--- config.mk ---
export PLATFORM = sky130hd
export DESIGN_NAME = lsu_dmem_port_flat
export DESIGN_NICKNAME = d
export VERILOG_FILES = /design/src/rtl/lsu_dmem_port_if.sv /design/src/rtl/lsu_dmem_port.sv /design/src/flat_wrapper.sv
export SDC_FILE = /design/constraint.sdc
export NUM_CORES = 1
export LEC_CHECK = 0
export ABC_AREA = 1
export BUFFER_PORTS_ARGS = -buffer_cell sky130_fd_sc_hd__clkbuf_2
export CAP_MARGIN = 20
export CORE_UTILIZATION = 44
export CTS_CLUSTER_DIAMETER = 150
export DETAILED_ROUTE_END_ITERATION = 7
export PLACE_DENSITY = 0.69
export SYNTH_ARGS = -nofsm -noshare
export SYNTH_HDL_FRONTEND = slang
export SYNTH_SLANG_ARGS = --single-unit
--- constraint.sdc ---
create_clock -name clk -period 3 [get_ports clk]
set_input_delay 0.3 -clock clk [delete_from_list [all_inputs] [get_ports clk]]
set_output_delay 0.3 -clock clk [all_outputs]
set_load 0.005 [all_outputs]
--- src/rtl/lsu_dmem_port_if.sv ---
// Data-memory req/ack bus between the load/store unit (master) and memory (slave).
interface lsu_dmem_port_if;
    logic        dmem_req;
    logic        dmem_we;
    logic [31:0] dmem_addr;
    logic [3:0]  dmem_be;
    logic [31:0] dmem_wdata;
    logic        dmem_ack;
    logic [31:0] dmem_rdata;

    modport master (
        output dmem_req, dmem_we, dmem_addr, dmem_be, dmem_wdata,
        input  dmem_ack, dmem_rdata
    );

    modport slave (
        input  dmem_req, dmem_we, dmem_addr, dmem_be, dmem_wdata,
        output dmem_ack, dmem_rdata
    );
endinterface

--- src/rtl/lsu_dmem_port.sv ---
// Load/store unit: turns one ALU-addressed load/store into a req/ack bus transaction,
// stalling the core until it completes, times out, or is rejected as illegal.
module lsu_dmem_port #(
    parameter int TIMEOUT = 255
) (
    input  logic        clk,
    input  logic        rst_n,
    input  logic        mem_rd,
    input  logic        mem_wr,
    input  logic [2:0]  funct3,
    input  logic [31:0] alu_c,
    input  logic [31:0] rf_rD2,
    output logic        lsu_stall,
    output logic [31:0] load_data,
    output logic        load_valid,
    output logic        lsu_exc,
    lsu_dmem_port_if.master dmem
);

    typedef enum logic [1:0] {IDLE, REQ, DONE} state_t;

    state_t      state, state_nxt;
    logic [7:0]  cnt;
    logic [2:0]  f3_q;
    logic [1:0]  off_q;
    logic        is_load_q;
    logic        req_q, we_q;
    logic [31:0] addr_q, wdata_q;
    logic [3:0]  be_q;

    logic        access, illegal, start, timeout_hit;
    logic [3:0]  be_fmt;
    logic [31:0] wdata_fmt, rd_shift, rd_fmt;

    assign access = mem_rd | mem_wr;
    assign start  = (state == IDLE) && access && !illegal;

    always_comb begin
        illegal = 1'b0;
        if (mem_rd && mem_wr)
            illegal = 1'b1;
        else if (mem_rd)
            illegal = (funct3 == 3'b011) || (funct3[2:1] == 2'b11);
        else if (mem_wr)
            illegal = (funct3 >= 3'b011);
        // Width checks share funct3[1:0] encoding between loads and stores.
        if (funct3[1:0] == 2'b01 && alu_c[0])
            illegal = 1'b1;
        if (funct3[1:0] == 2'b10 && alu_c[1:0] != 2'b00)
            illegal = 1'b1;
    end

    always_comb begin
        be_fmt    = 4'b1111;
        wdata_fmt = rf_rD2;
        case (funct3[1:0])
            2'b00: begin
                be_fmt    = 4'b0001 << alu_c[1:0];
                wdata_fmt = {4{rf_rD2[7:0]}};
            end
            2'b01: begin
                be_fmt    = alu_c[1] ? 4'b1100 : 4'b0011;
                wdata_fmt = {2{rf_rD2[15:0]}};
            end
            default: ;
        endcase
    end

    assign rd_shift = dmem.dmem_rdata >> {off_q, 3'b000};

    always_comb begin
        rd_fmt = dmem.dmem_rdata;
        case (f3_q)
            3'b000:  rd_fmt = {{24{rd_shift[7]}}, rd_shift[7:0]};
            3'b100:  rd_fmt = {24'h0, rd_shift[7:0]};
            3'b001:  rd_fmt = {{16{rd_shift[15]}}, rd_shift[15:0]};
            3'b101:  rd_fmt = {16'h0, rd_shift[15:0]};
            default: ;
        endcase
    end

    always_ff @(posedge clk or negedge rst_n) begin
        if (!rst_n) state <= IDLE;
        else        state <= state_nxt;
    end

    always_comb begin
        state_nxt   = state;
        lsu_stall   = 1'b0;
        timeout_hit = 1'b0;
        case (state)
            IDLE: begin
                if (start) begin
                    state_nxt = REQ;
                    lsu_stall = 1'b1;
                end
            end
            REQ: begin
                lsu_stall = 1'b1;
                if (dmem.dmem_ack) begin
                    state_nxt = DONE;
                end else if (cnt == 8'(TIMEOUT - 1)) begin
                    state_nxt   = DONE;
                    timeout_hit = 1'b1;
                end
            end
            DONE:    state_nxt = IDLE;
            default: state_nxt = IDLE;
        endcase
    end

    always_ff @(posedge clk or negedge rst_n) begin
        if (!rst_n) begin
            cnt        <= 8'd0;
            f3_q       <= 3'd0;
            off_q      <= 2'd0;
            is_load_q  <= 1'b0;
            req_q      <= 1'b0;
            we_q       <= 1'b0;
            addr_q     <= 32'd0;
            be_q       <= 4'd0;
            wdata_q    <= 32'd0;
            load_data  <= 32'd0;
            load_valid <= 1'b0;
            lsu_exc    <= 1'b0;
        end else begin
            load_valid <= 1'b0;
            lsu_exc    <= 1'b0;
            case (state)
                IDLE: begin
                    cnt <= 8'd0;
                    if (access && illegal)
                        lsu_exc <= 1'b1;
                    if (start) begin
                        req_q     <= 1'b1;
                        we_q      <= mem_wr;
                        addr_q    <= {alu_c[31:2], 2'b00};
                        be_q      <= mem_wr ? be_fmt : 4'b0000;
                        wdata_q   <= wdata_fmt;
                        f3_q      <= funct3;
                        off_q     <= alu_c[1:0];
                        is_load_q <= mem_rd;
                    end
                end
                REQ: begin
                    cnt <= cnt + 8'd1;
                    if (state_nxt == DONE) begin
                        req_q      <= 1'b0;
                        load_valid <= is_load_q;
                        if (timeout_hit) begin
                            load_data <= 32'd0;
                            lsu_exc   <= 1'b1;
                        end else if (is_load_q) begin
                            load_data <= rd_fmt;
                        end
                    end
                end
                default: ;
            endcase
        end
    end

    assign dmem.dmem_req   = req_q;
    assign dmem.dmem_we    = we_q;
    assign dmem.dmem_addr  = addr_q;
    assign dmem.dmem_be    = be_q;
    assign dmem.dmem_wdata = wdata_q;

endmodule
--- src/flat_wrapper.sv ---
// flat-port wrapper written by rule: the top's interface ports become plain ports
module lsu_dmem_port_flat 
#(
    parameter int TIMEOUT = 255
)
  (clk, rst_n, mem_rd, mem_wr, funct3, alu_c, rf_rD2, lsu_stall, load_data, load_valid, lsu_exc, dmem_dmem_req, dmem_dmem_we, dmem_dmem_addr, dmem_dmem_be, dmem_dmem_wdata, dmem_dmem_ack, dmem_dmem_rdata);
  lsu_dmem_port_if dmem_i ();
  input  logic clk;
  input  logic rst_n;
  input  logic mem_rd;
  input  logic mem_wr;
  input  logic [2:0] funct3;
  input  logic [31:0] alu_c;
  input  logic [31:0] rf_rD2;
  output logic lsu_stall;
  output logic [31:0] load_data;
  output logic load_valid;
  output logic lsu_exc;
  output wire logic [$bits(dmem_i.dmem_req)-1:0] dmem_dmem_req;
  output wire logic [$bits(dmem_i.dmem_we)-1:0] dmem_dmem_we;
  output wire logic [$bits(dmem_i.dmem_addr)-1:0] dmem_dmem_addr;
  output wire logic [$bits(dmem_i.dmem_be)-1:0] dmem_dmem_be;
  output wire logic [$bits(dmem_i.dmem_wdata)-1:0] dmem_dmem_wdata;
  input wire logic [$bits(dmem_i.dmem_ack)-1:0] dmem_dmem_ack;
  input wire logic [$bits(dmem_i.dmem_rdata)-1:0] dmem_dmem_rdata;
  assign dmem_dmem_req = dmem_i.dmem_req;
  assign dmem_dmem_we = dmem_i.dmem_we;
  assign dmem_dmem_addr = dmem_i.dmem_addr;
  assign dmem_dmem_be = dmem_i.dmem_be;
  assign dmem_dmem_wdata = dmem_i.dmem_wdata;
  assign dmem_i.dmem_ack = dmem_dmem_ack;
  assign dmem_i.dmem_rdata = dmem_dmem_rdata;
  lsu_dmem_port #(.TIMEOUT(TIMEOUT)) u_core (.clk(clk), .rst_n(rst_n), .mem_rd(mem_rd), .mem_wr(mem_wr), .funct3(funct3), .alu_c(alu_c), .rf_rD2(rf_rD2), .lsu_stall(lsu_stall), .load_data(load_data), .load_valid(load_valid), .lsu_exc(lsu_exc), .dmem(dmem_i));
endmodule
==> flow_metrics.tcl <==
set metrics [dict create \
    synth-edff-count 0 \
    firstDrtPassIters 5 \
    cts_buffer_depth 2 \
    layout-drive-gt1-share 0.2733 \
    grt_overflow_total 0 \
    path_max_fanout 52 \
    die_area_sq_um 13650 \
    routed_wl_um 15860 \
    synth-seq-cells 118 \
    first_global_vias 5104 \
    cts_tree "built" \
    skew_ns 0.004849 \
    hold_viol_final 0 \
    ys_top_cells_by_area "dfrtp_1, nand2_1, nand3_1" \
    fmax_mhz 417.8 \
    wire_per_inst_um 13.94 \
    design_area_sq_um 7520 \
    r2r_start "u_core.state[1]$_DFF_PN0_" \
    yosysUniqueCellTypes 28 \
    rows 41 \
    async_flop_share 1.000 \
    r2r_setup_slack_ns 0.86 \
    finalNetCount 1059 \
    p_total_w 0.007662 \
    clock_latency_ns 0.41 \
    finalSetupTns_ns 0 \
    grt_pass1_wl_um 25200 \
    cts_made_buffers 17 \
    synthCells 759 \
    post_drt_via_cell_ratio 4.899 \
    cpPeakStageDelay_ns 0.42 \
    yosysMostFrequentCell "nand2_1" \
    synth_commonest_cells "nand2_1, dfrtp_1, nand3_1" \
    vias 5575 \
    worst_slack_ns 0.6068 \
    die_w_um 116.8 \
    fin_crit_ns 2.393 \
    clk_pin_slew_worst_paths_ns 0.05 \
    netlist_area_sq_um 5801 \
    synthFlopType "dfrtp_1" \
    required_ns 2.70 \
    seq_area_frac_synth 0.5091 \
    post_synth.cell_area_avg_sq_um 7.642 \
    h-tree-depth 4 \
    cts_setup_buffers 0 \
    place_congestion 0.8866 \
    hold_path_class "input port to flop" \
    start_util 0.4559 \
    drc 0 \
    drv_cap 0 \
    hold_depth 3 \
    rsz0062_at_grt "no" \
    power_density_nw_per_um2 1019 \
    hp-start "alu_c[21]" \
    hold_end "u_core.dmem.dmem_addr[21]$_DFFE_PN0P_" \
    grt_usage 0.2451 \
    cts.sinks 118 \
    dp_hpwl_um 11430 \
    cp-start-kind "flop" \
    yosysWarnings 0 \
    drt_first_iter_violations 330 \
    vdd_drop_max_uv 503.6 \
    slew_headroom 0.6418 \
    r2r_end "u_core.dmem.dmem_addr[6]$_DFFE_PN0P_" \
    core-area_sq_um 12720 \
    status "finished, final reports clean" \
    synth_top_area_share 0.5091 \
    setup_viol 0 \
    arrival_ns 2.09 \
    final_core_util 0.5911 \
    end_kind "primary output" \
    cts_resized 0 \
    synth_top_area_cell "dfrtp_1" \
    maxSlewViolCount 0 \
    leakage_nw 4.285 \
    root_buffer "clkbuf_16" \
    worstRegToRegCells 9 \
    slowest_stage "dfrtp_1" \
    layout-area-overhead-vs-synth_pct 29.64 \
    dp_slack_ns 0.7070 \
    placed_area_sq_um 6854 \
    tightest_slew_ns 0.5365 \
    antenna_found_initial 0 \
    port_buffers 206 \
    period_share 0.7977 \
    grt_max_degree 85 \
    fp.dieH_um 116.8 \
    antenna_left 0 \
    cts.hold.buffers_added 1 \
    n_antenna_cell 0 \
    worstSetupPathType "flop to primary output" \
    ioPinCount 209 \
    cp_cell_sequence "inv_2, nand2_2, nor2_2, o21ai_1, nor2_1, nand2_4, nand2_1, clkbuf_2" \
]
cells by family (layout without fill, tap and decap cells):
kind of cell,Yosys count,count (layout),share of synthesized area
XOR/XNOR,2,2,0.003020
buffers and inverters,106,312,0.08973
other,1,2,0.0006465
AND/OR/NAND/NOR,399,399,0.2778
adder cells (fa/ha/maj),2,2,0.004313
flip-flops,118,118,0.5091
AO/OA/AOI/OAI,131,131,0.1154
sequential cells by signal (all words and copies together), names as in the netlist, 2 cells and up:
name and cells:
u_core.f3_q 3, u_core.load_data 32, u_core.cnt 8, u_core.off_q 2
u_core.dmem.dmem_wdata 32, u_core.dmem.dmem_addr 30, u_core.dmem.dmem_be 4, u_core.state 2
layout by cell type (no fill, tap or decap), types with 5 or more instances in the layout:
cell type and count:
o21ai_0 32, dfrtp_1 118, bufinv_16 6, buf_4 8
nand2_1 303, nand3_1 59, clkbuf_16 17, clkbuf_2 205
inv_2 10, inv_1 55, o21ai_1 47, a21oi_1 46
clkbuf_1 5, nor2_1 22
worst max-delay path, delay by kind of cell (launching register included):
kind                   cells  cell delay, ns
buffers and inverters      2            0.26
and+or+nand+nor            5            0.89
AOI/OAI and AO/OA          1            0.09
DFF                        1            0.42
metal layers:
metal  up-vias  share of wire  track usage
li1       2789              -            -
met3        28          0.087      0.08908
met1      2535           0.44       0.3173
met4         0          0.018      0.08439
met2       223           0.46       0.3811
met5         -              0            0
stage by stage:
step / hold WS [ns] / std cells
6_report: 0.07285 / 1138
5_1_grt: 0.06289 / 1138
4_1_cts: 0.05867 / 1138
3_5_place_dp: 0.2864 / 1105
3_3_place_gp: 0.2860 / 1105
2_1_floorplan: 0.004409 / 760
how the worst max path moves through the flow:
stage / from / endpoint / slack [ns] / cells after the start
final: u_core.state[1]$_DFF_PN0_ / lsu_stall / 0.61 / 8
after global routing: u_core.state[1]$_DFF_PN0_ / lsu_stall / 0.40 / 8
after CTS: u_core.state[1]$_DFF_PN0_ / lsu_stall / 0.54 / 8
after detailed placement: funct3[1] / u_core.dmem.dmem_addr[6]$_DFFE_PN0P_ / 0.71 / 9
after global placement: funct3[1] / u_core.dmem.dmem_addr[22]$_DFFE_PN0P_ / 0.78 / 9
after floorplan: u_core.state[1]$_DFF_PN0_ / lsu_stall / 1.44 / 9
cell type report:
cell class | instances | area, sq um
multi-input combinational | 536 | 2336
timing repair buffer | 215 | 1116
tap | 172 | 215.2
clock buffer | 23 | 457.9
fill | 1255 | 5202
inverter | 65 | 244.0
clock inverter | 9 | 197.7
sequential | 118 | 2953
report_power, final:
part,total [W],internal (W),leakage (nW),switching (W)
clock,0.00228,0.00158,0.315,0.000708
combinational,0.00258,0.00108,2.48,0.00149
sequential,0.00280,0.00230,1.49,0.000501
total,0.00766,0.00496,4.28,0.00270
Power figures use the tool's default switching activity.
